==> src/rtl/uart_prog_loader.sv <==
// Boot-time program loader: receives a framed image over UART (8N1), writes it into the
// CPU instruction memory and holds the CPU in reset until a checksum-valid image is loaded.
module uart_prog_loader #(
    parameter int          CLK_HZ    = 50000000,
    parameter int          BAUD      = 115200,
    parameter int          ADDR_W    = 8,
    parameter logic [7:0]  SYNC_BYTE = 8'hA5
) (
    input  logic              clk,
    input  logic              reset,
    input  logic              uart_rx,
    output logic [ADDR_W-1:0] mem_addr,
    output logic [31:0]       mem_data,
    output logic              mem_we,
    output logic              cpu_hold,
    output logic              busy,
    output logic              done,
    output logic              error
);

    localparam int CLKS_PER_BIT = CLK_HZ / BAUD;
    localparam int HALF_BIT     = CLKS_PER_BIT / 2;
    localparam int CNT_W        = $clog2(CLKS_PER_BIT + 1);

    typedef enum logic [1:0] {RX_IDLE, RX_START, RX_DATA, RX_STOP} rx_state_t;
    typedef enum logic [2:0] {IDLE, GET_COUNT, GET_DATA, GET_CSUM, DONE, ERROR} state_t;

    logic [1:0]        sync_q, sync_d;
    logic              rx_prev_q, rx_prev_d;
    rx_state_t         rx_state_q, rx_state_d;
    logic [CNT_W-1:0]  bit_cnt_q, bit_cnt_d;
    logic [2:0]        bit_idx_q, bit_idx_d;
    logic [7:0]        shift_q, shift_d;
    logic              rx_bit;
    logic              byte_valid;
    logic              frame_err;

    state_t            state_q, state_d;
    logic [8:0]        count_q, count_d;
    logic [8:0]        word_cnt_q, word_cnt_d;
    logic [1:0]        byte_idx_q, byte_idx_d;
    logic [7:0]        acc_q, acc_d;
    logic [23:0]       asm_q, asm_d;
    logic [ADDR_W-1:0] mem_addr_q, mem_addr_d;
    logic [31:0]       mem_data_q, mem_data_d;
    logic              mem_we_q, mem_we_d;

    assign rx_bit = sync_q[1];

    // Byte receiver: mid-bit sampling counted from the synchronized falling edge of the start bit.
    always_comb begin
        sync_d     = {sync_q[0], uart_rx};
        rx_prev_d  = rx_bit;
        rx_state_d = rx_state_q;
        bit_cnt_d  = bit_cnt_q;
        bit_idx_d  = bit_idx_q;
        shift_d    = shift_q;
        byte_valid = 1'b0;
        frame_err  = 1'b0;
        case (rx_state_q)
            RX_IDLE: begin
                if (rx_prev_q && !rx_bit) begin
                    rx_state_d = RX_START;
                    bit_cnt_d  = '0;
                end
            end
            RX_START: begin
                if (bit_cnt_q == CNT_W'(HALF_BIT - 1)) begin
                    bit_cnt_d = '0;
                    bit_idx_d = '0;
                    rx_state_d = rx_bit ? RX_IDLE : RX_DATA;
                end else begin
                    bit_cnt_d = bit_cnt_q + 1'b1;
                end
            end
            RX_DATA: begin
                if (bit_cnt_q == CNT_W'(CLKS_PER_BIT - 1)) begin
                    bit_cnt_d = '0;
                    shift_d   = {rx_bit, shift_q[7:1]};
                    if (bit_idx_q == 3'd7) begin
                        rx_state_d = RX_STOP;
                    end else begin
                        bit_idx_d = bit_idx_q + 1'b1;
                    end
                end else begin
                    bit_cnt_d = bit_cnt_q + 1'b1;
                end
            end
            RX_STOP: begin
                if (bit_cnt_q == CNT_W'(CLKS_PER_BIT - 1)) begin
                    byte_valid = rx_bit;
                    frame_err  = !rx_bit;
                    rx_state_d = RX_IDLE;
                end else begin
                    bit_cnt_d = bit_cnt_q + 1'b1;
                end
            end
            default: rx_state_d = RX_IDLE;
        endcase
    end

    // Frame FSM. The write strobe cycle stays in GET_DATA; the word counter advances on it.
    always_comb begin
        state_d    = state_q;
        count_d    = count_q;
        word_cnt_d = word_cnt_q;
        byte_idx_d = byte_idx_q;
        acc_d      = acc_q;
        asm_d      = asm_q;
        mem_addr_d = mem_addr_q;
        mem_data_d = mem_data_q;
        mem_we_d   = 1'b0;
        case (state_q)
            IDLE, DONE, ERROR: begin
                if (byte_valid && shift_q == SYNC_BYTE) begin
                    state_d    = GET_COUNT;
                    word_cnt_d = '0;
                    byte_idx_d = '0;
                    acc_d      = '0;
                end
            end
            GET_COUNT: begin
                if (frame_err) begin
                    state_d = ERROR;
                end else if (byte_valid) begin
                    count_d = (shift_q == 8'h00) ? 9'd256 : {1'b0, shift_q};
                    state_d = GET_DATA;
                end
            end
            GET_DATA: begin
                if (frame_err) begin
                    state_d = ERROR;
                end else if (mem_we_q) begin
                    word_cnt_d = word_cnt_q + 9'd1;
                    if (word_cnt_q + 9'd1 == count_q) begin
                        state_d = GET_CSUM;
                    end
                end else if (byte_valid) begin
                    acc_d = acc_q ^ shift_q;
                    if (byte_idx_q == 2'd3) begin
                        mem_we_d   = 1'b1;
                        mem_data_d = {asm_q, shift_q};
                        mem_addr_d = word_cnt_q[ADDR_W-1:0];
                        byte_idx_d = '0;
                    end else begin
                        asm_d      = {asm_q[15:0], shift_q};
                        byte_idx_d = byte_idx_q + 1'b1;
                    end
                end
            end
            GET_CSUM: begin
                if (frame_err) begin
                    state_d = ERROR;
                end else if (byte_valid) begin
                    state_d = (shift_q == acc_q) ? DONE : ERROR;
                end
            end
            default: state_d = IDLE;
        endcase
    end

    always_ff @(posedge clk) begin
        if (reset) begin
            sync_q     <= 2'b11;
            rx_prev_q  <= 1'b1;
            rx_state_q <= RX_IDLE;
            bit_cnt_q  <= '0;
            bit_idx_q  <= '0;
            shift_q    <= '0;
            state_q    <= IDLE;
            count_q    <= '0;
            word_cnt_q <= '0;
            byte_idx_q <= '0;
            acc_q      <= '0;
            asm_q      <= '0;
            mem_addr_q <= '0;
            mem_data_q <= '0;
            mem_we_q   <= 1'b0;
        end else begin
            sync_q     <= sync_d;
            rx_prev_q  <= rx_prev_d;
            rx_state_q <= rx_state_d;
            bit_cnt_q  <= bit_cnt_d;
            bit_idx_q  <= bit_idx_d;
            shift_q    <= shift_d;
            state_q    <= state_d;
            count_q    <= count_d;
            word_cnt_q <= word_cnt_d;
            byte_idx_q <= byte_idx_d;
            acc_q      <= acc_d;
            asm_q      <= asm_d;
            mem_addr_q <= mem_addr_d;
            mem_data_q <= mem_data_d;
            mem_we_q   <= mem_we_d;
        end
    end

    assign mem_addr = mem_addr_q;
    assign mem_data = mem_data_q;
    assign mem_we   = mem_we_q;
    assign busy     = (state_q == GET_COUNT) || (state_q == GET_DATA) || (state_q == GET_CSUM);
    assign done     = (state_q == DONE);
    assign error    = (state_q == ERROR);
    assign cpu_hold = (state_q != DONE);

endmodule

==> config.mk <==
export PLATFORM = sky130hd
export DESIGN_NAME = uart_prog_loader
export DESIGN_NICKNAME = d
export VERILOG_FILES = /design/src/rtl/uart_prog_loader.sv
export SDC_FILE = /design/constraint.sdc
export NUM_CORES = 1
export LEC_CHECK = 0
export CAP_MARGIN = 20
export CORE_ASPECT_RATIO = 1.1
export CORE_MARGIN = 1.5
export CORE_UTILIZATION = 53
export DETAILED_ROUTE_END_ITERATION = 8
export GPL_ROUTABILITY_DRIVEN = 0
export PLACE_DENSITY = 0.74
export RECOVER_POWER = 25
export SLEW_MARGIN = 25
export SYNTH_ARGS = -nofsm -noshare
export SYNTH_HDL_FRONTEND = slang
export SYNTH_SLANG_ARGS = --single-unit
==> constraint.sdc <==
create_clock -name clk -period 5.1 [get_ports clk]
set_input_delay 1.02 -clock clk [delete_from_list [all_inputs] [get_ports clk]]
set_output_delay 1.02 -clock clk [all_outputs]
set_load 0.01 [all_outputs]
==> flow_metrics.tcl, run 1 <==
set metrics [dict create \
    utilization_pct 65.9 \
    ant_nets 0 \
    maxCapViolCount 0 \
    dp_slack_ps 2380 \
    period_share_pct 60.6 \
    grtUsageTotal_pct 22.1 \
    rr_startpoint "state_q[1]" \
    clk_latency_ps 510 \
    die_h_um 107 \
    postLayoutCellArea_sq_um 6260 \
    synthArstFlopShare_pct 0 \
    slew_headroom_pct 14.5 \
    cts_buffers 17 \
    p_leak_nw 2.27 \
    detail_route.vias_per_cell 5.59 \
    critPathCaptureType "primary output" \
    grt_pass1_vias 4183 \
    ys_top_cells_by_area "dfxtp_1, nand2_1, a21oi_1, nor2_1, mux2i_1" \
    fin_nets 679 \
    hold_violations 0 \
    synth_area_per_cell_sq_um 8.11 \
    grt-ovfl-total 0 \
    p_per_area_nw_per_um2 343 \
    post-route-drc-count 0 \
    hp-start "sync_q[0]" \
    fmax_mhz 323 \
    ys_types 52 \
    dpl_cell_area_sq_um 5680 \
    io_pins 48 \
    grt_start_max_net_pins 88 \
    synthFlopType "dfxtp_1" \
    final_cell_mix "nand2_1, dfxtp_1, a21oi_1" \
    stdcell_count 799 \
    cp.required_ps 4080 \
    fin_ws_ps 2010 \
    setup_viol 0 \
    dp_hpwl_mm 7.28 \
    start_util_pct 55.4 \
    clockBufferDepth 2 \
    path_max_fanout 11 \
    cts_tree "yes" \
    ir_worst_vdd_mv 0.283 \
    grt_first_pass_wirelength_mm 18.9 \
    wl_per_cell_um 14.0 \
    num_vias 4465 \
    period_needed_ps 3090 \
    syn-cell-area_sq_um 5260 \
    fin_setup_tns_ps 0 \
    yosysTopAreaCell "dfxtp_1" \
    fin_worst_skew_ps 7.46 \
    die_x_um 98.0 \
    syn_inst 649 \
    worstSetupStartpointType "flip-flop" \
    worst_pin_slew_ps 1280 \
    hold_path.class "reg2reg" \
    slew_violations 0 \
    ys.warnings.count 0 \
    synth_fp_nets 659 \
    drive_above_1_share_pct 6.89 \
    seq_area_frac_synth_pct 46.0 \
    critPathLaunch "state_q[2]" \
    antenna_found_initial 0 \
    cts-root-buf "clkbuf_8" \
    clk_pin_slew_ps 60 \
    worstPathArrival_ps 2070 \
    synth_seq_cells 121 \
    netlist.area_leader.share_pct 46.0 \
    layout_commonest_cell "nand2_1" \
    drtIter0Drc 295 \
    first_pass_iters 5 \
    cts_resized 0 \
    area_growth_pct 19.0 \
    cts_hold_buf 0 \
    die_area_sq_um 10500 \
    placed_cells 767 \
    routed_wl_mm 11.2 \
    run_status "finished clean" \
    path_class "reg2out" \
    rsz0062_at_grt "false" \
    clock-sinks 121 \
    antenna_cells 0 \
    post_cts_buffers 0 \
    core-area_sq_um 9490 \
    rows 37 \
    port_buffers 47 \
    synth_edf_count 0 \
    cts.htree.levels 4 \
]
## layer usage
layer / wire length [um] / vias to the layer above / global-route usage [%]
met2: 5430 / 125 / 36.4
met4: 174 / 0 / 7.86
met5: 0 / - / 0
li1: - / 2229 / -
met1: 5060 / 2093 / 28.0
met3: 526 / 18 / 5.78
## logic make-up after synthesis
kind of cell	Yosys count	share of synthesized area, %
AO/OA/AOI/OAI	123	12.3
XOR/XNOR	28	4.66
adder cells (fa/ha/maj)	8	1.85
buffers and inverters	55	4.54
flip-flops	121	46.0
multiplexers	20	3.80
AND/OR/NAND/NOR	294	26.8
## synthesized netlist by cell type (all sizes together), types with 6 or more instances
master / number
nand2: 145
dfxtp: 121
a21oi: 93
nor2: 57
clkbuf: 32
mux2i: 20
buf: 17
o21ai: 17
xnor2: 16
nand3b: 12
xor2: 12
nor3: 11
nand4: 10
nand3: 8
ha: 7
a31oi: 6
and2: 6
and3: 6
inv: 6
nand4b: 6
## state kept, by name, indices dropped and copies added (netlist names), 3 cells and up, named ones only
signal,flops
bit_cnt_q,9
bit_idx_q,3
state_q,3
mem_data,32
asm_q,24
shift_q,8
word_cnt_q,9
mem_addr,8
acc_q,8
count_q,9
## layout make-up
cell class | instances | area [sq um]
tap | 117 | 146
inverter | 6 | 22.5
multi-input combinational | 473 | 2600
clock buffer | 17 | 414
fill | 780 | 3230
sequential | 121 | 2420
timing repair buffer | 50 | 487
clock inverter | 15 | 166
## stage by stage
stage                     hold WS (ps)  total power, mW
after CTS                          421             2.17
after global placement             403             1.02
after floorplan                    389             1.01
after global routing               452             2.22
after detailed placement           410             1.02
final                              417             2.15
## worst paths after layout
check	end	slack (ps)	cells past startpoint
max	done	2010	3
min reg2reg	sync_q[1]	420	1
max reg2reg	mem_data[5]	2320	7
min	sync_q[1]	420	1
## worst max-delay path, stage by stage, from the launching register on
cell             delay (ps)
dfxtp_1                 490
or3b_2                  490
inv_1                    60
clkdlybuf4s50_1         520
## power by group
part	internal [mW]	switching (mW)	total, mW
sequential	0.949	0.00639	0.955
clock	0.704	0.445	1.15
combinational	0.0133	0.0304	0.0437
No activity file was read; power rests on OpenSTA's default activity.
==> run 2: changes to the inputs <==
- CORE_UTILIZATION: 53 -> 52
- PLACE_DENSITY: 0.74 -> 0.76
- clock period: 5.1 -> 2.83 ns (I/O delays scaled with it)
==> run 2 against run 1 <==
Net effect: the flow now finishes with violations (design-rule violations); cell area is 2.1% higher; largest power group unchanged; hold slack worse by 3.6 ps; register-to-register slack worse by 2000 ps; combinational power is 100% higher; die area rose by 1.9%; first-iteration DRC count down 7.1%; clock skew increased by 0.68 ps; power increased by 90%; routed wire length grew 1.9%; critical path type unchanged; clock-buffer cell count stayed put; critical endpoint unchanged; global-route usage increased by 0.33 points; sequential cell count is the same.
==> flow_metrics.tcl, run 2 (synthesis gave the netlist of run 1 again) <==
set metrics [dict create \
    detail_route.vias_per_cell 5.51 \
    cts_tree "yes" \
    maxCapViolCount 0 \
    slew_headroom_pct 42.7 \
    num_vias 4483 \
    first_pass_iters 6 \
    ant_nets 0 \
    reg2reg_slack_ps 290 \
    io_pins 48 \
    worstSetupStartpointType "flip-flop" \
    core-area_sq_um 9840 \
    fin_setup_tns_ps 0 \
    p_per_area_nw_per_um2 637 \
    drive_above_1_share_pct 8.51 \
    die_area_sq_um 10700 \
    start_util_pct 53.5 \
    clockBufferDepth 2 \
    fmax_mhz 371 \
    reg2reg_depth 6 \
    path_class "reg2out" \
    die_x_um 98.9 \
    rr_startpoint "state_q[2]" \
    routed_wl_mm 11.4 \
    layout_commonest_cell "nand2_1" \
    setup_viol 0 \
    rsz0062_at_grt "false" \
    wl_per_cell_um 14.0 \
    grt_first_pass_wirelength_mm 19.3 \
    grt_start_max_net_pins 89 \
    rows 38 \
    cp.required_ps 2260 \
    fin_worst_skew_ps 8.14 \
    cts.htree.levels 4 \
    antenna_cells 0 \
    critPathCaptureType "primary output" \
    hp-start "sync_q[0]" \
    p_leak_nw 2.47 \
    grt_pass1_vias 4164 \
    antenna_found_initial 0 \
    ir_worst_vdd_mv 0.513 \
    final_cell_mix "nand2_1, dfxtp_1, a21oi_1" \
    clock-sinks 121 \
    fin_nets 690 \
    run_status "finished, violations left" \
    cts_buffers 17 \
    clk_pin_slew_ps 60 \
    min_to "sync_q[1]" \
    worst_pin_slew_ps 860 \
    slew_violations 0 \
    cts-root-buf "clkbuf_8" \
    port_buffers 47 \
    p_total_mw 4.07 \
    worstPathArrival_ps 2130 \
    timing.rr.end "mem_data[24]" \
    die_h_um 108 \
    grt-ovfl-total 0 \
    period_needed_ps 2700 \
    cts_hold_buf 0 \
    worstHoldPathCells 1 \
    hold_violations 0 \
    path_max_fanout 11 \
    n_fill_cell 803 \
    violations "design-rule violations" \
    drtIter0Drc 274 \
    grtUsageTotal_pct 22.4 \
    dp_hpwl_mm 7.24 \
    post-route-drc-count 5 \
    cts_resized 0 \
    hold_path.class "reg2reg" \
    clk_latency_ps 530 \
    area_growth_pct 21.5 \
    period_share_pct 95.3 \
    largest_reg_flops 32 \
    post_cts_buffers 0 \
]
run 2: cell types whose count changed in the layout (fill, tap and decap cells not counted), sizes merged:
| cell | previous run | this run |
|---|---|---|
| clkinv | 6 | 3 |
| bufinv | 2 | 4 |
| dlygate4sd3 | 4 | 36 |
| buf | 3 | 14 |
| clkdlybuf4s50 | 42 | 10 |
| inv | 11 | 13 |
| clkinvlp | 2 | 1 |
run 2: how the worst max path moves through the flow:
stage / startpoint / endpoint / slack (ps) / cells past startpoint
after floorplan: bit_cnt_q[0] / count_q[8] / 790 / 8
after global placement: state_q[2] / mem_data[7] / 400 / 6
after detailed placement: state_q[2] / mem_data[24] / 310 / 6
after CTS: state_q[2] / done / 130 / 3
after global routing: state_q[2] / mem_data[17] / 50 / 6
final: state_q[2] / done / 130 / 3
run 2: routing by layer:
metal  wire length (um)  GRT usage [%]  up-vias
li1                   -              -     2254
met1               5180           27.8     2111
met2               5490           36.9       98
met3                515           5.95       20
met4                211           9.80        0
met5                  0              0        -
run 2: report_power, final:
| part | internal (mW) | leakage (nW) | switching (mW) |
|---|---|---|---|
| Combinational | 0.0283 | 1.19 | 0.0597 |
| Clock | 1.45 | 0.306 | 0.817 |
| Sequential | 1.71 | 0.975 | 0.00824 |
| Total | 3.19 | 2.47 | 0.885 |
run 2: cell type report:
| type | instances | area (sq um) | area share (%) |
|---|---|---|---|
| well taps | 120 | 150 | 2.35 |
| multi-input cells | 473 | 2600 | 40.7 |
| repair buffers | 61 | 569 | 8.91 |
| inverters | 6 | 22.5 | 0.352 |
| clock inverters | 15 | 210 | 3.29 |
| flip-flops and latches | 121 | 2420 | 37.9 |
| clock buffers | 17 | 414 | 6.48 |
run 2: through the flow:
stage	hold WS, ps	util, %	cells	area (sq um)	setup slack, ps
3_5_place_dp	400	58.6	781	5770	314
4_1_cts	418	65.0	813	6390	126
5_1_grt	442	64.9	813	6390	51.5
2_1_floorplan	389	-	649	5260	787
6_report	413	64.9	813	6390	132
3_3_place_gp	401	58.6	781	5770	404
run 2: critical path: stages (launching register included):
cell             delay [ps]
dfxtp_1                 520
or3b_2                  490
inv_1                    70
clkdlybuf4s50_1         520
==> run 3: changes to the inputs <==
--- a/constraint.sdc
+++ b/constraint.sdc
@@ -3,2 +3,2 @@
 set_output_delay 0.566 -clock clk [all_outputs]
-set_load 0.01 [all_outputs]
+set_load 0.1 [all_outputs]
==> run 3 against run 2 <==
Net effect: largest power group unchanged; routed wire length up 1.9%; the run still ends with design-rule violations left; sequential share of layout area increased by 1.7 points; global-route usage up 0.25 points; sequential cell count unchanged; fmax grew 4.9%; critical endpoint is now acc_q[1].
==> flow_metrics.tcl, run 3 (synthesis gave the netlist of run 1 again) <==
set metrics [dict create \
    run_status "finished, violations left" \
    violations "design-rule violations" \
    post-route-drc-count 5 \
    maxCapViolCount 0 \
    path_max_fanout 12 \
    worst_pin_slew_ps 1350 \
    routed_wl_mm 11.6 \
    rows 38 \
    hold_path.class "reg2reg" \
    placed_cells 781 \
    cts_tree "yes" \
    cts_buffers 17 \
    post_cts_buffers 0 \
    fmax_mhz 389 \
    core-area_sq_um 9840 \
    worstPathArrival_ps 2900 \
    clk_pin_slew_ps 60 \
    worstHoldPathCells 1 \
    port_buffers 47 \
    drive_above_1_share_pct 9.39 \
    setup_viol 0 \
    detail_route.vias_per_cell 5.54 \
    grt_start_max_net_pins 67 \
    wl_per_cell_um 14.3 \
    die_x_um 98.9 \
    path_class "reg2reg" \
    antenna_cells 0 \
    hold_violations 0 \
    clk_latency_ps 520 \
    layout_commonest_cell "nand2_1" \
    reg2reg_slack_ps 260 \
    stdcell_count 812 \
    slew_headroom_pct 9.77 \
    io_pins 48 \
    clock_power_share_pct 54.8 \
    min_to "sync_q[1]" \
    switching_share_pct 20.7 \
    worstSetupStartpointType "flip-flop" \
    drtIter0Drc 243 \
    period_share_pct 90.8 \
    antenna_found_initial 0 \
    grt_first_pass_wirelength_mm 19.5 \
    hp-start "sync_q[0]" \
    die_area_sq_um 10700 \
    rsz0062_at_grt "false" \
    ir_worst_vdd_mv 0.397 \
    die_h_um 108 \
    ant_nets 0 \
    dp_slack_ps 346 \
    first_pass_iters 7 \
    clockBufferDepth 2 \
    cts.htree.levels 4 \
    n_fill_cell 881 \
    pwr-share-seq_pct 42.7 \
    fin_setup_tns_ps 0 \
    period_needed_ps 2570 \
    timing.rr.end "acc_q[1]" \
    fin_nets 690 \
    cts_hold_buf 0 \
    area_growth_pct 16.4 \
    start_util_pct 53.5 \
    grt_pass1_vias 4236 \
    fin_ws_ps 259 \
    p_per_area_nw_per_um2 657 \
    largest_reg_flops 32 \
    p_sw_uw 833 \
    dp_hpwl_mm 7.37 \
    final_cell_mix "nand2_1, dfxtp_1, a21oi_1" \
    p_total_mw 4.02 \
    cts-root-buf "clkbuf_8" \
    share_comb_of_total_power_pct 2.4 \
    cts_resized 0 \
    num_vias 4502 \
    grtUsageTotal_pct 22.7 \
    fin_worst_skew_ps 8.64 \
    clock-sinks 121 \
    critPathCaptureType "flip-flop" \
    grt-ovfl-total 0 \
    reg2reg_depth 5 \
    slew_violations 0 \
    p_int_mw 3.19 \
    rr_startpoint "state_q[2]" \
    p_leak_nw 2.26 \
    cp.required_ps 3160 \
]
## run 3: worst max-delay path by stage
stage	start	depth (start not counted)	end	slack [ps]
after floorplan	state_q[0]	3	done	350
final	state_q[2]	5	acc_q[1]	260
after CTS	state_q[2]	6	mem_data[1]	320
after detailed placement	state_q[2]	6	mem_data[4]	350
after global routing	state_q[2]	6	mem_data[0]	50
after global placement	state_q[2]	6	mem_data[8]	430
## run 3: critical path, cell delays in order, from the launching register on
cell and delay (ps):
dfxtp_1 410, or3b_1 630, nor3_2 320, o2111ai_1 490, o21ai_0 410, a21oi_1 120
## run 3: through the flow
stage / instance area, sq um / hold WS [ps] / util, %
after floorplan: 5260 / 389 / -
final: 6120 / 413 / 62.2
after detailed placement: 5660 / 398 / 57.5
after global routing: 6120 / 438 / 62.2
after global placement: 5660 / 403 / 57.5
after CTS: 6260 / 415 / 63.7
## run 3: power groups by stage
stage          clock network [mW]  logic, mW  registers, mW
2_1_floorplan                   0     0.0767           1.75
3_3_place_gp                    0     0.0946           1.75
3_5_place_dp                    0     0.0965           1.75
4_1_cts                      2.22     0.0975           1.72
5_1_grt                      2.31      0.109           1.72
6_report                     2.20     0.0979           1.72
## run 3: layout make-up
type	instances	area, sq um	area share [%]
clock buffers	20	435	7.11
clock inverters	11	171	2.80
inverters	6	22.5	0.368
multi-input cells	473	2600	42.5
flip-flops and latches	121	2420	39.6
well taps	120	150	2.45
repair buffers	61	319	5.21
## run 3: per-layer routing
metal | up-vias | routed length, um | GRT usage (%)
met1 | 2127 | 5260 | 27.7
met4 | 0 | 146 | 8.16
met2 | 105 | 5730 | 38.7
met3 | 18 | 475 | 5.88
met5 | - | 0 | 0
li1 | 2252 | - | -
